==> config.mk <==
export PLATFORM = sky130hd
export DESIGN_NAME = ffa_requester
export DESIGN_NICKNAME = d
export VERILOG_FILES = /design/src/rtl/ffa_requester.sv
export SDC_FILE = /design/constraint.sdc
export NUM_CORES = 1
export LEC_CHECK = 0
export CAP_MARGIN = 40
export CORE_MARGIN = 4
export CORE_UTILIZATION = 52
export CTS_BUF_LIST = sky130_fd_sc_hd__clkbuf_16
export DETAILED_ROUTE_END_ITERATION = 16
export GPL_ROUTABILITY_DRIVEN = 0
export PLACE_DENSITY = 0.94
export SETUP_SLACK_MARGIN = 0.1
export SYNTH_ARGS = -nofsm -noshare
export SYNTH_HDL_FRONTEND = slang
export SYNTH_SLANG_ARGS = --single-unit
==> constraint.sdc <==
create_clock -name clk -period 3.5 [get_ports clk]
set_input_delay 1.05 -clock clk [delete_from_list [all_inputs] [get_ports clk]]
set_output_delay 1.05 -clock clk [all_outputs]
set_load 0.05 [all_outputs]
==> src/rtl/ffa_requester.sv <==
`default_nettype none
// ============================================================================
// Module   : ffa_requester
// Brief    : Initiator-side controller for the flip-flop register array.
//            Accepts read/write commands, drives the array strobes, keeps a
//            shadow valid bitmap to reject reads of never-written entries
//            locally, and returns one response per command with backpressure.
// Revision : 1.0 - initial release
// ============================================================================
module ffa_requester #(
  parameter int DATA_W = 8,
  parameter int ADDR_W = 3,
  parameter int DATA_N = 8,
  parameter int CNT_W  = 16
) (
  input  logic              clk,
  input  logic              reset,
  input  logic              cmd_valid,
  output logic              cmd_ready,
  input  logic              cmd_wr,
  input  logic [ADDR_W-1:0] cmd_addr,
  input  logic [DATA_W-1:0] cmd_data,
  output logic              rsp_valid,
  input  logic              rsp_ready,
  output logic [DATA_W-1:0] rsp_data,
  output logic              rsp_err,
  output logic [DATA_W-1:0] arr_din,
  output logic [ADDR_W-1:0] arr_addr,
  output logic              arr_wr,
  output logic              arr_rd,
  input  logic [DATA_W-1:0] arr_dout,
  input  logic              arr_error,
  output logic [CNT_W-1:0]  err_count
);

  typedef enum logic [1:0] {
    IDLE  = 2'd0,
    ISSUE = 2'd1,
    RESP  = 2'd2
  } state_t;

  state_t              state_q,     state_d;
  logic                cmd_wr_q,    cmd_wr_d;
  logic [ADDR_W-1:0]   cmd_addr_q,  cmd_addr_d;
  logic [DATA_W-1:0]   cmd_data_q,  cmd_data_d;
  logic [DATA_N-1:0]   shadow_q,    shadow_d;
  logic [DATA_W-1:0]   rsp_data_q,  rsp_data_d;
  logic                rsp_err_q,   rsp_err_d;
  logic [ADDR_W-1:0]   arr_addr_q,  arr_addr_d;
  logic [DATA_W-1:0]   arr_din_q,   arr_din_d;
  logic [CNT_W-1:0]    err_count_q, err_count_d;

  logic addr_ok;
  logic entry_valid;

  // Classify the incoming command: in-range address and shadow bit lookup.
  always_comb begin
    addr_ok     = (int'(cmd_addr) < DATA_N);
    entry_valid = 1'b0;
    for (int i = 0; i < DATA_N; i++) begin
      if (cmd_addr == ADDR_W'(i)) entry_valid = shadow_q[i];
    end
  end

  // Next-state and datapath updates for the IDLE -> ISSUE -> RESP sequence.
  always_comb begin
    state_d     = state_q;
    cmd_wr_d    = cmd_wr_q;
    cmd_addr_d  = cmd_addr_q;
    cmd_data_d  = cmd_data_q;
    shadow_d    = shadow_q;
    rsp_data_d  = rsp_data_q;
    rsp_err_d   = rsp_err_q;
    arr_addr_d  = arr_addr_q;
    arr_din_d   = arr_din_q;
    err_count_d = err_count_q;
    case (state_q)
      IDLE: begin
        if (cmd_valid) begin
          cmd_wr_d   = cmd_wr;
          cmd_addr_d = cmd_addr;
          cmd_data_d = cmd_data;
          // Out-of-range or never-written reads are answered without the array.
          if (!addr_ok || (!cmd_wr && !entry_valid)) begin
            rsp_err_d  = 1'b1;
            rsp_data_d = '0;
            state_d    = RESP;
          end else begin
            state_d    = ISSUE;
          end
        end
      end
      ISSUE: begin
        // Remember what was driven so the array pins hold after the strobe.
        arr_addr_d = cmd_addr_q;
        if (cmd_wr_q) begin
          arr_din_d  = cmd_data_q;
          rsp_err_d  = 1'b0;
          rsp_data_d = '0;
          for (int i = 0; i < DATA_N; i++) begin
            if (cmd_addr_q == ADDR_W'(i)) shadow_d[i] = 1'b1;
          end
        end else begin
          rsp_data_d = arr_dout;
          rsp_err_d  = arr_error;
        end
        state_d = RESP;
      end
      RESP: begin
        if (rsp_ready) begin
          if (rsp_err_q && (err_count_q != {CNT_W{1'b1}})) begin
            err_count_d = err_count_q + CNT_W'(1);
          end
          state_d = IDLE;
        end
      end
      default: state_d = IDLE;
    endcase
  end

  // State and datapath registers with synchronous reset.
  always_ff @(posedge clk) begin
    if (reset) begin
      state_q     <= IDLE;
      cmd_wr_q    <= 1'b0;
      cmd_addr_q  <= '0;
      cmd_data_q  <= '0;
      shadow_q    <= '0;
      rsp_data_q  <= '0;
      rsp_err_q   <= 1'b0;
      arr_addr_q  <= '0;
      arr_din_q   <= '0;
      err_count_q <= '0;
    end else begin
      state_q     <= state_d;
      cmd_wr_q    <= cmd_wr_d;
      cmd_addr_q  <= cmd_addr_d;
      cmd_data_q  <= cmd_data_d;
      shadow_q    <= shadow_d;
      rsp_data_q  <= rsp_data_d;
      rsp_err_q   <= rsp_err_d;
      arr_addr_q  <= arr_addr_d;
      arr_din_q   <= arr_din_d;
      err_count_q <= err_count_d;
    end
  end

  // Output decode: strobes exist only in ISSUE, so wr and rd are exclusive.
  always_comb begin
    cmd_ready = (state_q == IDLE) && !reset;
    rsp_valid = (state_q == RESP);
    rsp_data  = rsp_data_q;
    rsp_err   = rsp_err_q;
    err_count = err_count_q;
    arr_wr    = (state_q == ISSUE) &&  cmd_wr_q;
    arr_rd    = (state_q == ISSUE) && !cmd_wr_q;
    arr_addr  = (state_q == ISSUE) ? cmd_addr_q : arr_addr_q;
    arr_din   = ((state_q == ISSUE) && cmd_wr_q) ? cmd_data_q : arr_din_q;
  end

endmodule
`default_nettype wire

=== Yosys cells after proc, flatten, opt, wreduce, memory -nomap -nowiden ===
Index checks and enable logic that the tools add are counted.

* Output and inout port bits: 40
* Register bits after elaboration: 58
* Input port bits: 25
* Logic and storage cells: 86

* Equality and inequality tests: 20
* Add/sub/neg operators: 1
* Reduce and logical (&&, ||, !) cells: 26
* Muxes and demuxes: 22

{| class="wikitable"
|+ Operator list
! operator !! number
|-
| 2-to-1 mux 8 bit || 4
|-
| AND reduction 3 bit || 10
|-
| equality test 3 bit (second input constant) || 8
|-
| adder 16 x 1 -> 16 bit (second input constant) || 1
|-
| inequality test 16 bit (second input constant) || 1
|-
| case mux 8 bit (2 select lines) || 1
|-
| equality test 3 x 2 -> 1 bit (second input constant) || 4
|-
| 2-to-1 mux 1 bit || 11
|-
| equality test 3 x 1 -> 1 bit (second input constant) || 2
|-
| zero test 3 bit || 2
|-
| 2-to-1 mux 2 bit || 3
|-
| case mux 2 bit (3 select lines) || 1
|-
| AND reduction 2 bit || 3
|-
| logical AND 1 bit || 5
|-
| zero test 1 bit || 4
|-
| inequality test 2 bit (second input constant) || 2
|-
| 2-to-1 mux 3 bit || 1
|-
| equality test 2 x 1 -> 1 bit (second input constant) || 1
|-
| equality test 2 bit (second input constant) || 1
|-
| zero test 2 bit || 1
|-
| inequality test 2 x 1 -> 1 bit (second input constant) || 1
|-
| case mux 1 bit (2 select lines) || 1
|-
| nonzero test 2 bit || 1
|}

=== Logic depth before layout (Yosys ltp) ===
Gate-level depths: netlist (run 1).

* Depth in word-level cells: 14
* Mapped depth: 9

=== Worst setup path after synthesis (run 1) ===
No wires, ideal clock.

* Path kind: in2out
* Start: in reset
* End: out cmd_ready
* Path buffers: 1
* Stages on the path: 2
* Slack: 0.090 ns
* Required time: 2.450 ns
* Data arrival time: 2.360 ns
* Cell sequence: clkbuf_1 -> nor3_1

* Longest elaborated chain between the ends: 2

{| class="wikitable"
|+ RTL lines
! item !! RTL line !! RTL
|-
| start: declaration || 17 || <nowiki>input logic reset,</nowiki>
|-
| zero test 1 bit || 150 || <nowiki>cmd_ready = (state_q == IDLE) && !reset;</nowiki>
|-
| logical AND 1 bit || 150 ||
|-
| end: declaration || 19 || <nowiki>output logic cmd_ready,</nowiki>
|}

No other way between the ends.

=== Worst setup path in the final report (run 1) ===
* Start: reg state_q[0]
* End: out arr_addr[1]

* Longest elaborated chain between the ends: 2

{| class="wikitable"
|+ RTL lines
! item !! RTL line !! RTL
|-
| start: declaration || 42 || <nowiki>state_t state_q, state_d;</nowiki>
|-
| start signal: assignment || 135 || <nowiki>state_q <= state_d;</nowiki>
|-
| equality test 2 x 1 -> 1 bit || 157 || <nowiki>arr_addr = (state_q == ISSUE) ? cmd_addr_q : arr_addr_q;</nowiki>
|-
| 2-to-1 mux 3 bit || -- ||
|-
| end: declaration || 28 || <nowiki>output logic [ADDR_W-1:0] arr_addr,</nowiki>
|}

No other way between the ends.

==> summary.txt, run 1 <==
Status
  – Status: finished, final reports clean

Setup path
  – Setup crit end kind: output pin
  – CP startpoint kind: flip-flop
  – Critical path cell sequence: nand2b_1, o21ai_0, clkdlybuf4s50_1
  – CP Data Required Time: around 2500 ps
  – Critical-path maximum fanout: 9
  – WP data arrival: 2200 ps
  – CP Class: flip-flop to output pin
  – R2r setup slk: 1610 ps
  – Crit-path slowest cell: clkdlybuf4s50_1
  – Critical path's largest stage delay: about 850 ps

CTS
  – H-tree level count: 3
  – Clock transition at path regs: ~50 ps
  – Post-CTS resize count: 0
  – CTS Sinks: 58
  – Setup repair bufs after CTS: 0
  – CTS Buf Count: 9
  – Cts hold-fix bufs: 0
  – Clk_lat worst skew: 320 ps
  – CTS tree: done
  – CTS max path bufs: 2
  – Root Buffer: clkbuf_16

Die
  – I/O pin cnt: 65
  – Die ar.: ~6100 µm²
  – Die Span Y: 78.0 µm
  – Core Area: 4720 µm²
  – Initial Utilization: between 50% and 60%
  – Die width: 78.0 µm
  – Row cnt: 25

Synth
  – Mapped Area: 2540 µm²
  – Syn_area_per_cell: around 9 µm²
  – Yosys top cell by area: dfxtp_1
  – Post-synth EDFFs: 0
  – Top cell type's share of synthesized area: 45.6%
  – FF+latch count, synth: 58
  – Sequential-to-total area share from yosys stat: 45.6%
  – Most frequent cell after synthesis: dfxtp_1
  – Post-synth cell types: 50
  – Synthesized net count: 310
  – Asr flop ratio synth: 0%
  – Yosys warns: 0
  – Post-Syn Instances: 284
  – Top cells by area, synth: dfxtp_1 (46%), nand2_1 (6.9%), nor2_1 (4.1%)
  – Post-synth top flop: dfxtp_1
  – Top cells by count, synth: dfxtp_1 (58), nand2_1 (47), nor2_1 (28), a21oi_1 (18), nand2_2 (10)

Routing
  – DRC violations left: 0
  – Initial DRC Count: between 100 and 150
  – Vias/cell: approximately 5.4
  – Routed via count: 2,258
  – Wirelength per Cell: 14.7 µm
  – Router iterations before antenna repair: 4
  – Drt total wl: around 6100 µm
  – Post-route ant nets: 0

STA
  – Crit share post-route: roughly 93%
  – Final Hold Viols: 0
  – Post-layout min period: 3250 ps
  – Least-Margin Pin Slew: 923 ps
  – Setup ws final: approximately 250 ps
  – RSZ-0062 raised after global routing: no
  – Final setup viols: 0
  – Fmax: between 300 and 400 MHz
  – Setup TNS: 0 ps
  – Final Hold Slack: 458 ps
  – Fin. max-slew vios: 0
  – Slew margin rel.: 38.0%
  – Clock skew: 5.34 ps

Finish
  – Share of layout cells above drive strength 1: 13.4%
  – Non-Filler Instances: around 420
  – Area Overhead vs Synth: 35.5%
  – ANT cells: 0
  – Nets: 372

Placed design
  – DP HPWL: 4310 µm
  – IO Port Bufs: 64
  – Place WS: around 500 ps
  – DP Cell Count: 402

Power
  – Power per Cell Area: 474 nW/µm²
  – Peak supply drop: 337 µV
  – LEAKAGE: 1.38 nW
  – Total power: 1.63 mW

GRT
  – Busiest grt layer: met2
  – GR Layer Usage met1: 26.1%
  – M3 GR Usage: 5.80%
  – Grt met2 use: 34.8%
  – Overflow after GRT: 0
  – Initial antenna violation count: 0
  – Largest net degree at the start of global routing: 55
  – Vias in the first global route: roughly 2,300
  – First-pass GRT wire length: 10,400 µm
  – GRT Util Overall: 21.6%

Job
  – Max Cap Viol: 0

Min path
  – HP Class: flip-flop to flip-flop
==> power breakdown <==
part	leakage, nW	internal (mW)	switching [mW]
combinational	0.757	0.0601	0.0803
clock	0.148	0.534	0.266
sequential	0.470	0.678	0.0157
total	1.38	1.27	0.362
==> stage by stage <==
stage                     util [%]  instance area, µm²
final                         73.0                3450
after global routing          73.0                3450
after CTS                     73.0                3450
after detailed placement      67.1                3170
after global placement        67.1                3170
after floorplan                  -                2550
==> final timing paths <==
| check | endpoint | from | cells after the start |
|---|---|---|---|
| setup / recovery | arr_addr[1] | state_q[0] | 3 |
| hold / removal | cmd_data_q[7] | cmd_data_q[7] | 2 |
| setup reg to reg | err_count[7] | err_count[0] | 6 |
| hold reg to reg | cmd_data_q[7] | cmd_data_q[7] | 2 |
==> layer usage <==
metal / vias up / share of wire, %
li1: 1098 / -
met1: 1032 / 43
met2: 109 / 48
met3: 19 / 6.6
met4: 0 / 2.3
met5: - / 0
==> cell families (layout without fill, tap and decap cells) <==
group / Yosys count / after routing / synth area share (%)
compound gates: 48 / 48 / 13.8
simple gates: 137 / 137 / 27.9
buf+inv: 21 / 88 / 5.06
fa+ha+maj: 1 / 1 / 0.492
flops: 58 / 58 / 45.6
mux: 7 / 7 / 3.00
xor+xnor: 12 / 12 / 4.13
==> cell type report <==
type | instances | area, µm²
inverter | 6 | 27.5
sequential | 58 | 1160
clock buffer | 9 | 225
tap | 67 | 83.8
timing repair buffer | 66 | 638
fill | 353 | 1270
multi-input combinational | 205 | 1260
clock inverter | 7 | 53.8
==> critical path: cells and delay by family (launching register included) <==
family / cells / cell delay (ps)
buf+inv: 1 / 850
flops: 1 / 480
compound gates: 1 / 290
simple gates: 1 / 260
==> sequential cells by signal, summed over array words and instances, names as in the netlist <==
name and count:
err_count 16, arr_din_q 8, cmd_data_q 8, rsp_data 8, shadow_q 8, arr_addr_q 3, cmd_addr_q 3, state_q 2
cmd_wr_q 1, rsp_err 1
==> cell usage in the layout, fill, tap and decap left out, types with 3 or more instances in the layout <==
master | netlist | final
nand2_2 | 10 | 10
nor2_1 | 28 | 28
nand2_1 | 47 | 47
a22o_1 | 8 | 8
nor2b_1 | 7 | 7
and2_1 | 4 | 4
clkdlybuf4s50_1 | 0 | 53
clkbuf_16 | 0 | 9
xor2_1 | 5 | 5
nor3_1 | 4 | 3
mux2i_1 | 5 | 5
a21oi_1 | 18 | 18
nand3_1 | 4 | 4
inv_1 | 5 | 8
and3_1 | 3 | 3
buf_4 | 1 | 11
xnor2_1 | 7 | 7
dfxtp_1 | 58 | 58
a41oi_1 | 3 | 3
nand4_1 | 7 | 7
and2b_1 | 6 | 6
a31oi_1 | 5 | 5
nand2b_1 | 5 | 5
Power figures use the tool's default switching activity.
==> inputs of run 2 (changes only) <==
--- a/config.mk
+++ b/config.mk
@@ -6,12 +6,14 @@
 export NUM_CORES = 1
 export LEC_CHECK = 0
 export CAP_MARGIN = 40
+export CORE_ASPECT_RATIO = 0.7
 export CORE_MARGIN = 4
-export CORE_UTILIZATION = 52
+export CORE_UTILIZATION = 35
 export CTS_BUF_LIST = sky130_fd_sc_hd__clkbuf_16
 export DETAILED_ROUTE_END_ITERATION = 16
+export DONT_BUFFER_PORTS = 1
 export GPL_ROUTABILITY_DRIVEN = 0
-export PLACE_DENSITY = 0.94
+export PLACE_DENSITY = 0.59
 export SETUP_SLACK_MARGIN = 0.1
 export SYNTH_ARGS = -nofsm -noshare
 export SYNTH_HDL_FRONTEND = slang
==> summary.txt, run 2 (same netlist as run 1, synthesis figures left out) <==
Status
  – Status: finished, final reports clean

Die
  – Die Span Y: 79.3 µm
  – I/O pin cnt: 65
  – Initial Utilization: 36.8%
  – Die width: 110 µm
  – Row cnt: 25
  – Core Area: 6910 µm²
  – Die ar.: between 8000 and 9000 µm²

STA
  – Final Hold Slack: approximately 460 ps
  – Final Hold Viols: 0
  – Slew margin rel.: 45.9%
  – Setup ws final: 384 ps
  – Fmax: 321 MHz
  – Setup TNS: 0 ps
  – Crit share post-route: 89.0%
  – Fin. max-slew vios: 0
  – Post-layout min period: 3120 ps
  – Least-Margin Pin Slew: 806 ps
  – Final setup viols: 0
  – Clock skew: roughly 5.1 ps
  – RSZ-0062 raised after global routing: no

GRT
  – Vias in the first global route: around 1,900
  – Initial antenna violation count: 0
  – Largest net degree at the start of global routing: 56
  – First-pass GRT wire length: 9950 µm
  – Overflow after GRT: 0
  – GRT Util Overall: 14.8%

Finish
  – Final Util: 41.8%
  – Most frequent cells in the layout: dfxtp_1 (58), nand2_1 (47), nor2_1 (28), a21oi_1 (18), nand2_2 (10)
  – Commonest non-fill, non-tap cell in the layout: dfxtp_1
  – Nets: around 310
  – Max reg flops: 16
  – ANT cells: 0
  – Share of layout cells above drive strength 1: 15.8%
  – Design Area, Final: 2890 µm²
  – Non-Filler Instances: between 300 and 400
  – Area Overhead vs Synth: 13.4%

Job
  – Max Cap Viol: 0

Setup path
  – Reg2reg start: err_count[0]
  – R2r setup slk: about 1200 ps
  – CP Data Required Time: roughly 2500 ps
  – CP startpoint kind: flip-flop
  – Reg-to-reg endpoint: err_count[7]
  – Critical-path maximum fanout: 13
  – Setup crit end kind: output pin
  – R2R depth: 6
  – CP Class: flip-flop to output pin
  – WP data arrival: 2070 ps

Routing
  – Post-route ant nets: 0
  – DRC violations left: 0
  – Wirelength per Cell: 15.5 µm
  – Initial DRC Count: approximately 70
  – Drt total wl: 5970 µm
  – Routed via count: 1,953
  – Router iterations before antenna repair: 4
  – Vias/cell: around 5.1

CTS
  – CTS tree: done
  – CTS max path bufs: 2
  – Clk_lat worst skew: roughly 320 ps
  – Clock transition at path regs: 50 ps
  – Post-CTS resize count: 0
  – Root Buffer: clkbuf_16
  – CTS Sinks: 58
  – CTS Buf Count: 9
  – Setup repair bufs after CTS: 0
  – Cts hold-fix bufs: 0
  – H-tree level count: 3

Min path
  – Hold Crit Start: cmd_data_q[3]
  – Hold EP: cmd_data_q[3]
  – HP Class: flip-flop to flip-flop
  – Hold path cells: 2

Power
  – Int Pwr: 1.17 mW
  – Clk pwr share: 49.2%
  – Sw power: about 0.36 mW
  – Sequential share of power: 46.2%
  – Switching Fraction: 23.7%
  – Gate power share: about 4.6%
  – Power per Cell Area: roughly 530 nW/µm²
  – Peak supply drop: between 200 and 250 µV
  – Total power: approximately 1.5 mW
  – LEAKAGE: 1.13 nW

Placed design
  – IO Port Bufs: 0
  – DP Cell Count: 371
  – Post-DP Area: around 2600 µm²
  – DP HPWL: 4250 µm
  – Place WS: between 700 and 800 ps
==> run 2: worst max-delay path by stage <==
stage | from | to | slack [ps] | cells after the start
detailed placement | state_q[0] | arr_din[0] | 720 | 5
CTS | state_q[0] | arr_din[0] | 360 | 5
global route | state_q[0] | arr_din[0] | 210 | 5
global placement | state_q[0] | arr_din[6] | 780 | 5
finish | state_q[0] | arr_din[0] | 380 | 5
floorplan | reset | cmd_ready | 540 | 2
==> run 2: routing by layer <==
metal	GRT usage (%)	routed length (µm)	up-vias
met1	20.8	3030	920
met3	6.34	423	11
met5	0	0	-
li1	-	-	978
met4	6.10	149	0
met2	19.4	2370	44
==> run 2: critical path, cell delays in order (launching register included) <==
cell and delay [ps]:
dfxtp_1 490, nand2b_1 260, or2_1 330, clkinv_4 200, nand2_1 90, nand2_1 370
==> run 2: layout make-up <==
| type | count | area (µm²) |
|---|---|---|
| multi-input combinational | 205 | 1260 |
| clock buffer | 9 | 225 |
| inverter | 6 | 27.5 |
| tap | 94 | 118 |
| fill | 710 | 4030 |
| timing repair buffer | 8 | 60.1 |
| sequential | 58 | 1160 |
| clock inverter | 6 | 35.0 |
==> run 2: power by group through the flow <==
stage                     registers, mW  clock network, mW  logic [mW]
final                             0.708              0.754      0.0707
after global placement            0.722                  0      0.0702
after floorplan                   0.717                  0      0.0699
after CTS                         0.708              0.786      0.0716
after global routing              0.710              0.815      0.0783
after detailed placement          0.721                  0      0.0713
==> inputs of run 3 (changes only) <==
--- a/config.mk
+++ b/config.mk
@@ -14,7 +14,6 @@
 export DONT_BUFFER_PORTS = 1
 export GPL_ROUTABILITY_DRIVEN = 0
 export PLACE_DENSITY = 0.59
-export SETUP_SLACK_MARGIN = 0.1
 export SYNTH_ARGS = -nofsm -noshare
 export SYNTH_HDL_FRONTEND = slang
 export SYNTH_SLANG_ARGS = --single-unit
==> summary.txt, run 3 (same netlist as run 1, synthesis figures left out) <==
Setup path
  – CP Data Required Time: between 2000 and 2500 ps
  – Setup crit end kind: output pin
  – Critical Path Most Common Cell: nand2_1
  – WP data arrival: about 2300 ps
  – CP top delay family: simple AND/OR/NAND/NOR gates
  – Crit-path slowest cell: dfxtp_1
  – Buf/Inv on CP: 1
  – R2r setup slk: 1110 ps
  – Critical path's largest stage delay: roughly 500 ps
  – CP Class: flip-flop to output pin
  – CP startpoint kind: flip-flop
  – Critical-path maximum fanout: 13
  – Critical path cell sequence: nand2b_1, or2_2, clkinv_4, nand2_1, nand2_1

Die
  – Die Span Y: around 80 µm
  – I/O pin cnt: 65
  – Core Area: 6910 µm²
  – Initial Utilization: 36.8%
  – Die width: 110 µm
  – Row cnt: 25
  – Die ar.: 8720 µm²

Finish
  – Commonest non-fill, non-tap cell in the layout: dfxtp_1
  – Max reg flops: 16
  – Nets: 316
  – Area Overhead vs Synth: 14.1%
  – ANT cells: 0
  – Most frequent cells in the layout: dfxtp_1 (58), nand2_1 (47), nor2_1 (28), a21oi_1 (18)
  – # fillers: a little under 700
  – Share of layout cells above drive strength 1: 16.3%

Routing
  – Wirelength per Cell: 15.6 µm
  – Router iterations before antenna repair: 4
  – Drt total wl: 6070 µm
  – Vias/cell: approximately 5.1
  – Post-route ant nets: 0
  – DRC violations left: 0
  – Routed via count: 1,987
  – Initial DRC Count: 119

CTS
  – CTS Buf Count: 9
  – CTS Sinks: 58
  – CTS tree: done
  – H-tree level count: 3
  – Root Buffer: clkbuf_16
  – CTS max path bufs: 2
  – Clk_lat worst skew: 320 ps
  – Clock transition at path regs: roughly 50 ps

STA
  – Setup TNS: 0 ps
  – Crit share post-route: a little over nine tenths
  – Post-layout min period: roughly 3300 ps
  – Fin. max-slew vios: 0
  – Least-Margin Pin Slew: 849 ps
  – RSZ-0062 raised after global routing: no
  – Clock skew: between 4 and 5 ps
  – Slew margin rel.: between 40% and 50%
  – Final Hold Viols: 0
  – Final setup viols: 0
  – Final Hold Slack: 452 ps
  – Fmax: 303 MHz

GRT
  – Grt met2 use: 20.1%
  – Busiest grt layer: met2
  – Initial antenna violation count: 0
  – Overflow after GRT: 0
  – Largest net degree at the start of global routing: 56
  – GR Layer Usage met1: 19.4%
  – Vias in the first global route: roughly 1,800
  – M3 GR Usage: about 6.7%
  – First-pass GRT wire length: 9600 µm
  – GRT Util Overall: 14.6%

Placed design
  – DP HPWL: 4350 µm
  – IO Port Bufs: 0

Status
  – Status: finished, final reports clean

Power
  – LEAKAGE: between 1 and 1.5 nW
  – Total power: 1.54 mW
  – Power per Cell Area: 530 nW/µm²
  – Peak supply drop: 203 µV

Job
  – Max Cap Viol: 0

Min path
  – HP Class: flip-flop to flip-flop
## run 3: cell types whose count changed in the layout (fill, tap and decap cells not counted), sizes merged
cell and change:
inv +1, buf +2
## run 3: area by class of cell
class | count | area [µm²] | area share (%)
tap | 94 | 118 | 4.05
multi-input combinational | 205 | 1260 | 43.4
clock inverter | 7 | 37.5 | 1.29
sequential | 58 | 1160 | 40.0
inverter | 6 | 27.5 | 0.948
clock buffer | 9 | 225 | 7.76
timing repair buffer | 10 | 75.1 | 2.59
## run 3: metrics by stage
stage               area (µm²)  util (%)  instances  setup WS (ps)
finish                    2900      42.0        389            197
global route              2900      42.0        389           31.0
CTS                       2900      42.0        389           28.7
detailed placement        2640      38.2        373            392
global placement          2640      38.2        373            502
floorplan                 2540         -        284           89.9
## run 3: worst min-delay path: cells and delay by family (launching register included)
kind | cells | cell delay [ps]
AOI/OAI and AO/OA | 1 | 60
and+or+nand+nor | 1 | 50
DFF | 1 | 300
## run 3: report_power, final
| group | switching [mW] | internal (mW) | total (mW) |
|---|---|---|---|
| sequential | 0.0301 | 0.677 | 0.707 |
| clock | 0.291 | 0.468 | 0.758 |
| combinational | 0.0471 | 0.0253 | 0.0723 |
| total | 0.368 | 1.17 | 1.54 |
## run 3: final timing paths
kind	cells past startpoint	from	end
min reg2reg	2	cmd_data_q[0]	cmd_data_q[0]
max reg2reg	6	err_count[1]	err_count[7]
min	2	cmd_data_q[0]	cmd_data_q[0]
max	5	state_q[0]	arr_din[6]
## run 3: per-layer routing
layer  up-vias  part of all wire [%]
met4         0                   1.2
met1       939                    48
li1        991                     -
met5         -                     0
met3         7                   7.5
met2        50                    43
## run 3: repair_timing
item / in CTS / in global routing
setup endpoints to repair: 0 / 8
hold buffers: 0 / 0
setup buffers: 0 / 0
resized for setup: 0 / 1
